$ cat src/rtl/dmem_pkg.sv
// Shared types and default widths for the data-memory arbiter.
// Read-owner encoding tracks which port a pending RAM read belongs to.
package dmem_pkg;

    localparam int DMEM_ADDR_W = 8;
    localparam int DMEM_DATA_W = 32;
    localparam int CNT_W       = 4;

    typedef enum logic [1:0] {
        OWN_NONE,
        OWN_CPU,
        OWN_DBG
    } owner_e;

endpackage

$ cat src/rtl/dmem_starve_cnt.sv
// Saturating count of cycles the debug port has waited for a grant.
// Raises starved once the count reaches MAX_WAIT while debug still requests.
module dmem_starve_cnt
    import dmem_pkg::*;
#(
    parameter int MAX_WAIT = 4
) (
    input  logic clk,
    input  logic reset,
    input  logic dbg_req,
    input  logic dbg_gnt,
    output logic starved
);

    localparam logic [CNT_W-1:0] LIMIT = CNT_W'(MAX_WAIT);

    logic [CNT_W-1:0] count;

    // count denied debug cycles, clear on grant or when debug lets go
    always_ff @(posedge clk) begin
        if (reset) begin
            count <= '0;
        end else if (!dbg_req || dbg_gnt) begin
            count <= '0;
        end else if (count != LIMIT) begin
            count <= count + 1'b1;
        end
    end

    assign starved = dbg_req && (count == LIMIT);

endmodule

$ cat src/rtl/dmem_arbiter.sv
// Two-port arbiter (CPU, debug/loader) in front of a single-port data RAM.
// Define DMEM_ARB_STARVE_EN to add a debug starvation limit with forced grant.
module dmem_arbiter
    import dmem_pkg::*;
#(
    parameter int ADDR_W   = DMEM_ADDR_W,
    parameter int DATA_W   = DMEM_DATA_W,
    parameter int MAX_WAIT = 4
) (
    input  logic              clk,
    input  logic              reset,
    input  logic              cpu_req,
    input  logic              cpu_wr,
    input  logic [ADDR_W-1:0] cpu_addr,
    input  logic [DATA_W-1:0] cpu_wdata,
    output logic              cpu_stall,
    output logic [DATA_W-1:0] cpu_rdata,
    output logic              cpu_rvalid,
    input  logic              dbg_req,
    input  logic              dbg_wr,
    input  logic [ADDR_W-1:0] dbg_addr,
    input  logic [DATA_W-1:0] dbg_wdata,
    output logic              dbg_gnt,
    output logic [DATA_W-1:0] dbg_rdata,
    output logic              dbg_rvalid,
    output logic [ADDR_W-1:0] mem_addr,
    output logic [DATA_W-1:0] mem_data,
    output logic              mem_wren,
    input  logic [DATA_W-1:0] mem_q
);

    logic              force_dbg;
    logic              dbg_issue;
    logic              cpu_issue;
    owner_e            owner;
    logic [ADDR_W-1:0] last_addr;
    logic [DATA_W-1:0] cpu_hold;
    logic [DATA_W-1:0] dbg_hold;

    assign dbg_issue = !reset && dbg_req && (!cpu_req || force_dbg);
    assign cpu_issue = !reset && cpu_req && !dbg_issue;
    assign dbg_gnt   = dbg_issue;

`ifdef DMEM_ARB_STARVE_EN
    dmem_starve_cnt #(
        .MAX_WAIT (MAX_WAIT)
    ) u_starve (
        .clk     (clk),
        .reset   (reset),
        .dbg_req (dbg_req),
        .dbg_gnt (dbg_issue),
        .starved (force_dbg)
    );

    assign cpu_stall = cpu_req && dbg_issue;
`else
    assign force_dbg = 1'b0;
    assign cpu_stall = 1'b0;
`endif

    // RAM command mux; idle keeps the last issued address on the bus
    always_comb begin
        mem_addr = last_addr;
        mem_data = '0;
        mem_wren = 1'b0;
        if (reset) begin
            mem_addr = '0;
        end else if (cpu_issue) begin
            mem_addr = cpu_addr;
            mem_data = cpu_wdata;
            mem_wren = cpu_wr;
        end else if (dbg_issue) begin
            mem_addr = dbg_addr;
            mem_data = dbg_wdata;
            mem_wren = dbg_wr;
        end
    end

    // track read ownership, last address and per-port held read data
    always_ff @(posedge clk) begin
        if (reset) begin
            owner     <= OWN_NONE;
            last_addr <= '0;
            cpu_hold  <= '0;
            dbg_hold  <= '0;
        end else begin
            if (cpu_issue && !cpu_wr) begin
                owner <= OWN_CPU;
            end else if (dbg_issue && !dbg_wr) begin
                owner <= OWN_DBG;
            end else begin
                owner <= OWN_NONE;
            end
            if (cpu_issue || dbg_issue) begin
                last_addr <= mem_addr;
            end
            if (owner == OWN_CPU) begin
                cpu_hold <= mem_q;
            end
            if (owner == OWN_DBG) begin
                dbg_hold <= mem_q;
            end
        end
    end

    assign cpu_rvalid = !reset && (owner == OWN_CPU);
    assign dbg_rvalid = !reset && (owner == OWN_DBG);
    assign cpu_rdata  = cpu_rvalid ? mem_q : (reset ? '0 : cpu_hold);
    assign dbg_rdata  = dbg_rvalid ? mem_q : (reset ? '0 : dbg_hold);

endmodule

$ cat config.mk
export PLATFORM = sky130hd
export DESIGN_NAME = dmem_arbiter
export DESIGN_NICKNAME = d
export VERILOG_FILES = /design/src/rtl/dmem_pkg.sv /design/src/rtl/dmem_starve_cnt.sv /design/src/rtl/dmem_arbiter.sv
export SDC_FILE = /design/constraint.sdc
export NUM_CORES = 1
export LEC_CHECK = 0
export CAP_MARGIN = 20
export CORE_ASPECT_RATIO = 1.2
export CORE_MARGIN = 5
export CORE_UTILIZATION = 40
export CTS_CLUSTER_SIZE = 10
export DETAILED_ROUTE_END_ITERATION = 16
export PLACE_DENSITY_LB_ADDON = 0.3
export SLEW_MARGIN = 25
export SYNTH_ARGS = -nofsm -noshare
export SYNTH_HDL_FRONTEND = slang
export SYNTH_SLANG_ARGS = --single-unit
$ cat constraint.sdc
create_clock -name clk -period 2.6 [get_ports clk]
set_clock_uncertainty 0.1 [all_clocks]
set_input_delay 0.52 -clock clk [delete_from_list [all_inputs] [get_ports clk]]
set_output_delay 0.52 -clock clk [all_outputs]
set_load 0.05 [all_outputs]
Word-level counts from Yosys, hierarchy flattened
Index checks and enable logic that the tools add are counted.

word-level totals
  register bits after elaboration = 74
  output and inout port bits = 109

operators by class
  equal/unequal tests = 2
  muxes and demuxes = 15
  reductions and logical operators = 15

operator list
  cell                  count
  $mux W32              7
  $mux W8               3
  $logic_and A1 B1 Y1   8
  $logic_not A1 Y1      5
  $mux W1               4
  $eq A2 B1 Y1 const B  1
  $eq A2 B2 Y1 const B  1
  $mux W2               1
  $reduce_or A2 Y1      1
  $logic_or A1 B1 Y1    1

Depth between registers and ports, before layout
  depth after elaboration = 7
  depth in mapped cells = 6
  depth with buffers taken out = 3

Worst setup path after synthesis
OpenSTA, ideal clock, no wires.

  path type = input port to output port
  from = input port dbg_req
  to = output port mem_data[10]
  arrival time = 1.780 ns
  slack = 0.200 ns
  stages = 6
  path buffers = 3
  path through = buf_4 nor2b_4 buf_6 buf_6 a22oi_2 nor2_1

on the way
  word-level cells in the longest chain between the ends = 6
  elaborated cells on any way between the ends = 7
  classes of those cells = mux: 3; reduce/logical: 4

ends and longest elaborated chain
  element                                RTL line            RTL
  start: declaration                     dmem_arbiter.sv:19  input logic dbg_req,
  $logic_and A1 B1 Y1 (*) (2 in series)  dmem_arbiter.sv:40  assign dbg_issue = !reset && dbg_req && (!cpu_req || force_dbg);
  $logic_not A1 Y1                       dmem_arbiter.sv:41  assign cpu_issue = !reset && cpu_req && !dbg_issue;
  $logic_and A1 B1 Y1                    dmem_arbiter.sv:41
  $mux W32 (*)                           dmem_arbiter.sv:68  end else if (cpu_issue) begin
  $mux W32 (*)                           dmem_arbiter.sv:66  if (reset) begin
  end: declaration                       dmem_arbiter.sv:27  output logic [DATA_W-1:0] mem_data,

Mark *: on every way between the ends. The rest lies on a longest branch, timed or not.

Worst setup path after layout
  from = input port dbg_req
  to = register last_addr[6]

on the way
  word-level cells in the longest chain between the ends = 6
  elaborated cells on any way between the ends = 8
  classes of those cells = mux: 3; reduce/logical: 5

ends and longest elaborated chain
  element                                RTL line            RTL
  $logic_and A1 B1 Y1 (*) (2 in series)  dmem_arbiter.sv:40
  $logic_not A1 Y1                       dmem_arbiter.sv:41
  $logic_and A1 B1 Y1                    dmem_arbiter.sv:41
  $mux W8                                dmem_arbiter.sv:68
  $mux W8                                dmem_arbiter.sv:66
  end signal: assignment                 dmem_arbiter.sv:95  last_addr <= mem_addr;
  end: declaration                       dmem_arbiter.sv:36  logic [ADDR_W-1:0] last_addr;

Marked as above.
A chain may end at the register's enable or synchronous reset.

==> flow_summary.rst <==
.. list-table::
   :header-rows: 1

   * - Metric
     - Value
   * - Status
     - finished, final reports clean
   * - Ports
     - 227
   * - Critical path class
     - in2reg
   * - Arrival time reported for the critical path endpoint
     - 2690 ps
   * - Row Count
     - 38
   * - Die extent in x
     - 97.5 um
   * - Worst EP required
     - 2770 ps
   * - Router iterations before antenna repair
     - 4
   * - Mean area per synthesized cell
     - 7.55 sq um
   * - Synth area leaders
     - sky130_fd_sc_hd__dfxtp_1, sky130_fd_sc_hd__a21oi_1, sky130_fd_sc_hd__nand2_1
   * - Worst setup slack for register-to-register paths
     - 490 ps
   * - Number of buffers inserted by port buffering
     - 225
   * - Sum of net half-perimeters after detailed placement
     - 11700 um
   * - Kind of capture point of the worst setup path
     - flip-flop
   * - Area of the die
     - 11200 sq um
   * - Number of enable flip-flop cells after synthesis
     - 0
   * - Setup repair after global routing missed its margin
     - no
   * - Count of unresolved DRC violations after routing
     - 0
   * - Wire length of the first global-routing pass
     - 23700 um
   * - Final setup violation count
     - 0
   * - Fin worst setup slack
     - 73.1 ps
   * - Synth async-reset ratio
     - 0%
   * - Detailed router's first-iteration violation count
     - 206
   * - End of the worst register-to-register path
     - last_addr[6]
   * - Number of clock buffers inserted by TritonCTS
     - 9
   * - Sink Count
     - 74
   * - Drt total wl
     - 15100 um
   * - Dominant register cell in the synthesized netlist
     - sky130_fd_sc_hd__dfxtp_1
   * - Max-cap check violation count
     - 0
   * - Global routing usage summed across all routing layers
     - 26.5%
   * - Final standard cell utilization of the core
     - 80.5%
   * - Hold Crit Class
     - reg2reg
   * - Post-synth net total
     - 605
   * - Number of synthesized register bits
     - 74
   * - Area growth from synthesis to layout
     - 97.9%
   * - Number of buffers inserted for hold repair after clock tree synthesis
     - 0
   * - Library cell with the largest summed area after synthesis
     - sky130_fd_sc_hd__dfxtp_1
   * - Count of unique library cells instantiated by Yosys
     - 19
   * - Final ANT Viol Nets
     - 0
   * - Root buffer cell
     - sky130_fd_sc_hd__clkbuf_8
   * - Leftover overflow at the end of global routing
     - 0
   * - Warnings from Yosys
     - 0
   * - Syn Std Cell Area
     - 3680 sq um
   * - Placeable Area
     - 9030 sq um
   * - Peak supply drop
     - 0.000314 V
   * - M1 wire length
     - 5240 um
   * - Critical path launch point type
     - input port
   * - TritonCTS clock tree
     - built
   * - Final-stage net count
     - 822
   * - Critical R2R Launch
     - last_addr[6]
   * - Fraction of final layout cells with drive strength greater than 1
     - 26.4%
   * - Synth cell count leaders
     - sky130_fd_sc_hd__a21oi_1, sky130_fd_sc_hd__nand2_1, sky130_fd_sc_hd__dfxtp_1
   * - Post-route clock period utilization
     - 97.2%
   * - Synth top area share
     - 40.3%
   * - Cell count after synthesis
     - 487
   * - R2R depth
     - 13
   * - Maximum clock path buffer count
     - 2
   * - Final hold slack
     - 364 ps
   * - Clk slew on worst S/H paths
     - 70 ps
   * - Number of global-route vias before repair
     - 4584
   * - Hold Crit Depth
     - 2
   * - Uppermost layer routed
     - met4
   * - Number of antenna repair diodes
     - 0
   * - End point of the worst hold path
     - cpu_hold[23]
   * - Wire length on met3
     - 1080 um
   * - Pre-CTS setup slack
     - -43.4 ps
   * - Cells after DPL
     - 803
   * - Final Instance Count excl. Fillers
     - 829
   * - Hold Vio Cnt, Final
     - 0
   * - Critical-path maximum fanout
     - 4
   * - Initial Utilization
     - 40.7%
   * - Post-layout total power
     - 3010 uW
   * - Antenna violations before repair
     - 0
   * - Source-to-sink clock delay at the later pin of the worst-skew pair
     - 330 ps
   * - Leakage power figure
     - 0.00273 uW
   * - Maximum clock frequency
     - 396 MHz
   * - Htree depth
     - 3
   * - PwrDens
     - 414 nW/um^2
   * - HP Start
     - cpu_hold[23]
   * - Pin count of the biggest net entering global routing
     - 42
   * - Number of vias in the routed layout
     - 4327
   * - Number of slew-limit violations in the final report
     - 0
   * - Routability cong.
     - 0.773
   * - Overall die height
     - 115 um
   * - Proportion of synthesized chip area in sequential cells
     - 40.3%
   * - Shortest clock period the worst path allows after layout
     - 2530 ps
   * - Routed wire length per instance
     - 18.2 um
   * - Post-detailed-route via-to-cell ratio
     - 5.22
   * - Routed wl met2
     - 8430 um
-- metal layers --
layer / up-vias / track usage (%)
li1: 2080 / -
met1: 2032 / 27.6
met2: 192 / 51.5
met3: 23 / 7.04
met4: 0 / 8.68
met5: - / 0
-- metrics by stage --
step                      setup TNS, ps  area (sq um)
after global placement                0          7010
after detailed placement           -143          7010
after floorplan                       0          3680
final                                 0          7270
after CTS                             0          7260
after global routing                  0          7270
-- cells by family after synthesis --
group | Yosys count | share of synthesized area (%)
flops | 74 | 40.3
simple gates | 188 | 19.9
buf+inv | 47 | 6.77
other cells | 1 | 0.102
compound gates | 161 | 28.3
mux | 16 | 4.63
-- cells in the final DEF, fill, tap and decap left out --
master / instances
sky130_fd_sc_hd__a21oi_1: 128
sky130_fd_sc_hd__a22oi_1: 3
sky130_fd_sc_hd__a22oi_2: 30
sky130_fd_sc_hd__buf_12: 105
sky130_fd_sc_hd__buf_2: 1
sky130_fd_sc_hd__buf_4: 31
sky130_fd_sc_hd__buf_6: 1
sky130_fd_sc_hd__clkbuf_1: 1
sky130_fd_sc_hd__clkbuf_8: 10
sky130_fd_sc_hd__clkdlybuf4s50_1: 114
sky130_fd_sc_hd__clkinv_2: 1
sky130_fd_sc_hd__clkinvlp_4: 2
sky130_fd_sc_hd__conb_1: 1
sky130_fd_sc_hd__dfxtp_1: 74
sky130_fd_sc_hd__dlygate4sd2_1: 1
sky130_fd_sc_hd__inv_6: 2
sky130_fd_sc_hd__mux2_1: 8
sky130_fd_sc_hd__mux2i_1: 7
sky130_fd_sc_hd__mux2i_4: 1
sky130_fd_sc_hd__nand2_1: 128
sky130_fd_sc_hd__nand2b_1: 3
sky130_fd_sc_hd__nor2_1: 52
sky130_fd_sc_hd__nor2b_2: 2
sky130_fd_sc_hd__nor2b_4: 1
sky130_fd_sc_hd__nor3_1: 1
sky130_fd_sc_hd__nor3b_1: 1
-- flip-flops by register name (all words and copies together), names as in the netlist --
signal / cells
cpu_hold: 32
dbg_hold: 32
last_addr: 8
owner: 2
-- critical path, stage by stage --
cell and delay [ps]:
sky130_fd_sc_hd__dlygate4sd2_1 280, sky130_fd_sc_hd__buf_4 170, sky130_fd_sc_hd__mux2_1 280, sky130_fd_sc_hd__mux2i_4 100, sky130_fd_sc_hd__buf_4 150, sky130_fd_sc_hd__buf_4 120, sky130_fd_sc_hd__buf_4 130, sky130_fd_sc_hd__buf_4 120
sky130_fd_sc_hd__buf_4 130, sky130_fd_sc_hd__buf_4 120, sky130_fd_sc_hd__buf_4 130, sky130_fd_sc_hd__buf_4 130, sky130_fd_sc_hd__buf_4 120, sky130_fd_sc_hd__buf_4 120, sky130_fd_sc_hd__nor2_1 70
-- report_power, final --
group	total [uW]	internal, uW	switching, uW
clock	811	378	433
combinational	1020	494	525
sequential	1180	1170	10.5
total	3010	2040	968
-- how the worst max path moves through the flow --
stage / start / end / slack, ps
floorplan: dbg_req / mem_data[10] / 200
global placement: dbg_req / mem_addr[7] / 70
detailed placement: dbg_req / mem_addr[6] / -40
CTS: owner[0] / dbg_rdata[1] / 70
global route: dbg_req / last_addr[6] / 30
finish: dbg_req / last_addr[6] / 70
-- timing repair --
| item | 4_1_cts | 5_1_grt |
|---|---|---|
| endpoints found under the setup margin | 9 | 3 |
| setup buffers | 10 | 0 |
| gates resized for setup | 1 | 3 |
-- cell type report --
class / count / area (sq um)
clock buffer: 11 / 141
clock inverter: 5 / 37.5
fill: 541 / 1760
multi-input combinational: 366 / 1960
sequential: 74 / 1480
tap: 120 / 150
timing repair buffer: 253 / 3500
(Power assumes the default switching activity.)
==> RTL edit (config.mk and constraints unchanged) <==
Re-encode `owner_e` (3 values) as one-hot, 3 bits wide.
--- a/src/rtl/dmem_pkg.sv
+++ b/src/rtl/dmem_pkg.sv
@@ -6,10 +6,10 @@
     localparam int DMEM_DATA_W = 32;
     localparam int CNT_W       = 4;
 
-    typedef enum logic [1:0] {
-        OWN_NONE,
-        OWN_CPU,
-        OWN_DBG
+    typedef enum logic [2:0] {
+        OWN_NONE = 3'b001,
+        OWN_CPU  = 3'b010,
+        OWN_DBG  = 3'b100
     } owner_e;
 
 endpackage
Check against the original RTL: same outputs for any inputs over 10 cycles, from zero or initial values and one cycle with reset high; not proved beyond that.
==> RTL edit against the unedited design <==
  * Count of clock-buffer cells in the layout is 1 lower
  * Sequential cell count is 1 higher
  * Cell area is 12% higher
  * Sequential power hardly changed
  * Worst setup slack worse by 29 ps
  * Synthesized area is 24% higher
  * Wire length is 7.3% lower
  * Die area is 22% higher
  * Total power is 16% higher
  * Critical path depth is 10 lower
  * Worst hold slack better by 21 ps
  * Critical endpoint is now mem_addr[1]
==> RTL edit: results <==
run_status:
  status: "finished, final reports clean"
power_and_ir_drop:
  p_leak_nw: 3.38
  ir_drop_uv: 265
place:
  placed_cell_area_mm2: 0.00772
  place_congestion: 0.808
  numPortBuffers: 225
  dp_cells: 835
  place_hpwl_mm: 10.9
cts:
  cts_htree_levels: 3
  cts.clk_slew.worst_paths_ps: 50
  insertion_delay_ps: 320
  cts_setup_buffers: 0
  clock_path_buffers: 2
  cts_root_buf: "clkbuf_16"
  cts_buffers: 9
logic_synthesis:
  ys_seq_area_share_pct: 32.9
  yosysUniqueCellTypes: 20
  synth_fp_nets: 605
  yosys-top-cells-count: "mux2i_1, nand2b_1, dfxtp_1"
  async_flop_share_pct: 0
  ys_warn_count: 0
  syn_inst: 487
  synthTopCellsByArea: "dfxtp_1, mux2i_1, nand2b_1"
global_route:
  grt_max_degree: 103
  grt_pass1_vias: 4443
  grt_pass1_wl_mm: 22.1
  antenna_found_initial: 0
  grt.total_usage_pct: 20.0
finish:
  reg.largest.list: "cpu_hold (32), dbg_hold (32), last_addr (8)"
  drive_gt1_share_pct: 22.2
  fin_nets: 810
  fillers: 782
  antenna_cells: 0
  area_growth_syn_to_layout_pct: 77.9
routing:
  viasPerCell: 4.98
  vias: 4237
  firstDrtPassIters: 4
  first_iter_violations: 129
  wl_mm: 14.0
min_path:
  hold_class: "flop to flop"
worst_setup_path:
  slowest_delay_ps: 510
  cp_slowest_cell: "clkdlybuf4s50_1"
  crit_family: "buffers and inverters"
  crit_path_max_fanout: 43
  cp.arrival_ps: 1940
sta:
  relSlewSlack_pct: 49.6
## RTL edit: cell type report
cell class / instances / area share, %
tap: 154 / 2.37
multi-input combinational: 366 / 34.8
sequential: 75 / 18.5
inverter: 1 / 0.0462
clock inverter: 6 / 1.68
timing repair buffer: 239 / 39.9
clock buffer: 10 / 2.82
## RTL edit: kinds of logic (layout without fill, tap and decap cells)
kind of cell	count (synthesis)	after routing	synth area share (%)
AO/OA/AOI/OAI	50	50	6.41
buffers and inverters	46	256	6.99
flip-flops	75	75	32.9
multiplexers	136	136	29.8
other	1	1	0.0821
AND/OR/NAND/NOR	179	179	23.8
## RTL edit: report_power, final
group          internal [mW]  total, mW  switching (mW)
Combinational          0.422      0.811           0.390
Clock                   1.04       1.51           0.474
Sequential              1.17       1.18         0.00732
Total                   2.63       3.50           0.871
## RTL edit: worst register-to-register path: cells and delay by family (launching register included)
kind	cells	cell delay, ps
simple gates	1	430
flops	1	410
buf+inv	1	250
mux	1	190
## RTL edit: repair_timing
item / in CTS / in global routing
endpoints found under the setup margin: 3 / 36
pin swaps: 0 / 3
endpoints found under the hold margin: 0 / 0
hold buffers: 0 / 0
resized for setup: 1 / 8
## RTL edit: routing by layer
layer  part of all wire [%]  vias up  wire length, µm  global-route usage (%)
li1                       -     2092                -                       -
met1                     37     1964             5170                    20.9
met2                     52      169             7330                    36.7
met3                    9.5       12             1330                    8.43
met4                    1.2        0              169                    4.98
met5                      0        -                0                       0
## RTL edit: final timing paths
path | slack, ps | cells after the start | startpoint | to
worst max register to register | 1080 | 3 | owner[1] | cpu_hold[31]
worst min register to register | 380 | 2 | dbg_hold[11] | dbg_hold[11]
worst min-delay path | 380 | 2 | dbg_hold[11] | dbg_hold[11]
worst max-delay path | 40 | 5 | dbg_req | mem_addr[1]
## RTL edit: through the flow
step	setup TNS, ps	setup WS (ps)	hold slack, ps
2_1_floorplan	-1020	-511	357
3_3_place_gp	0	89.5	368
3_5_place_dp	0	45.4	381
4_1_cts	0	28.7	389
5_1_grt	-44.6	-40.7	412
6_report	0	43.8	385
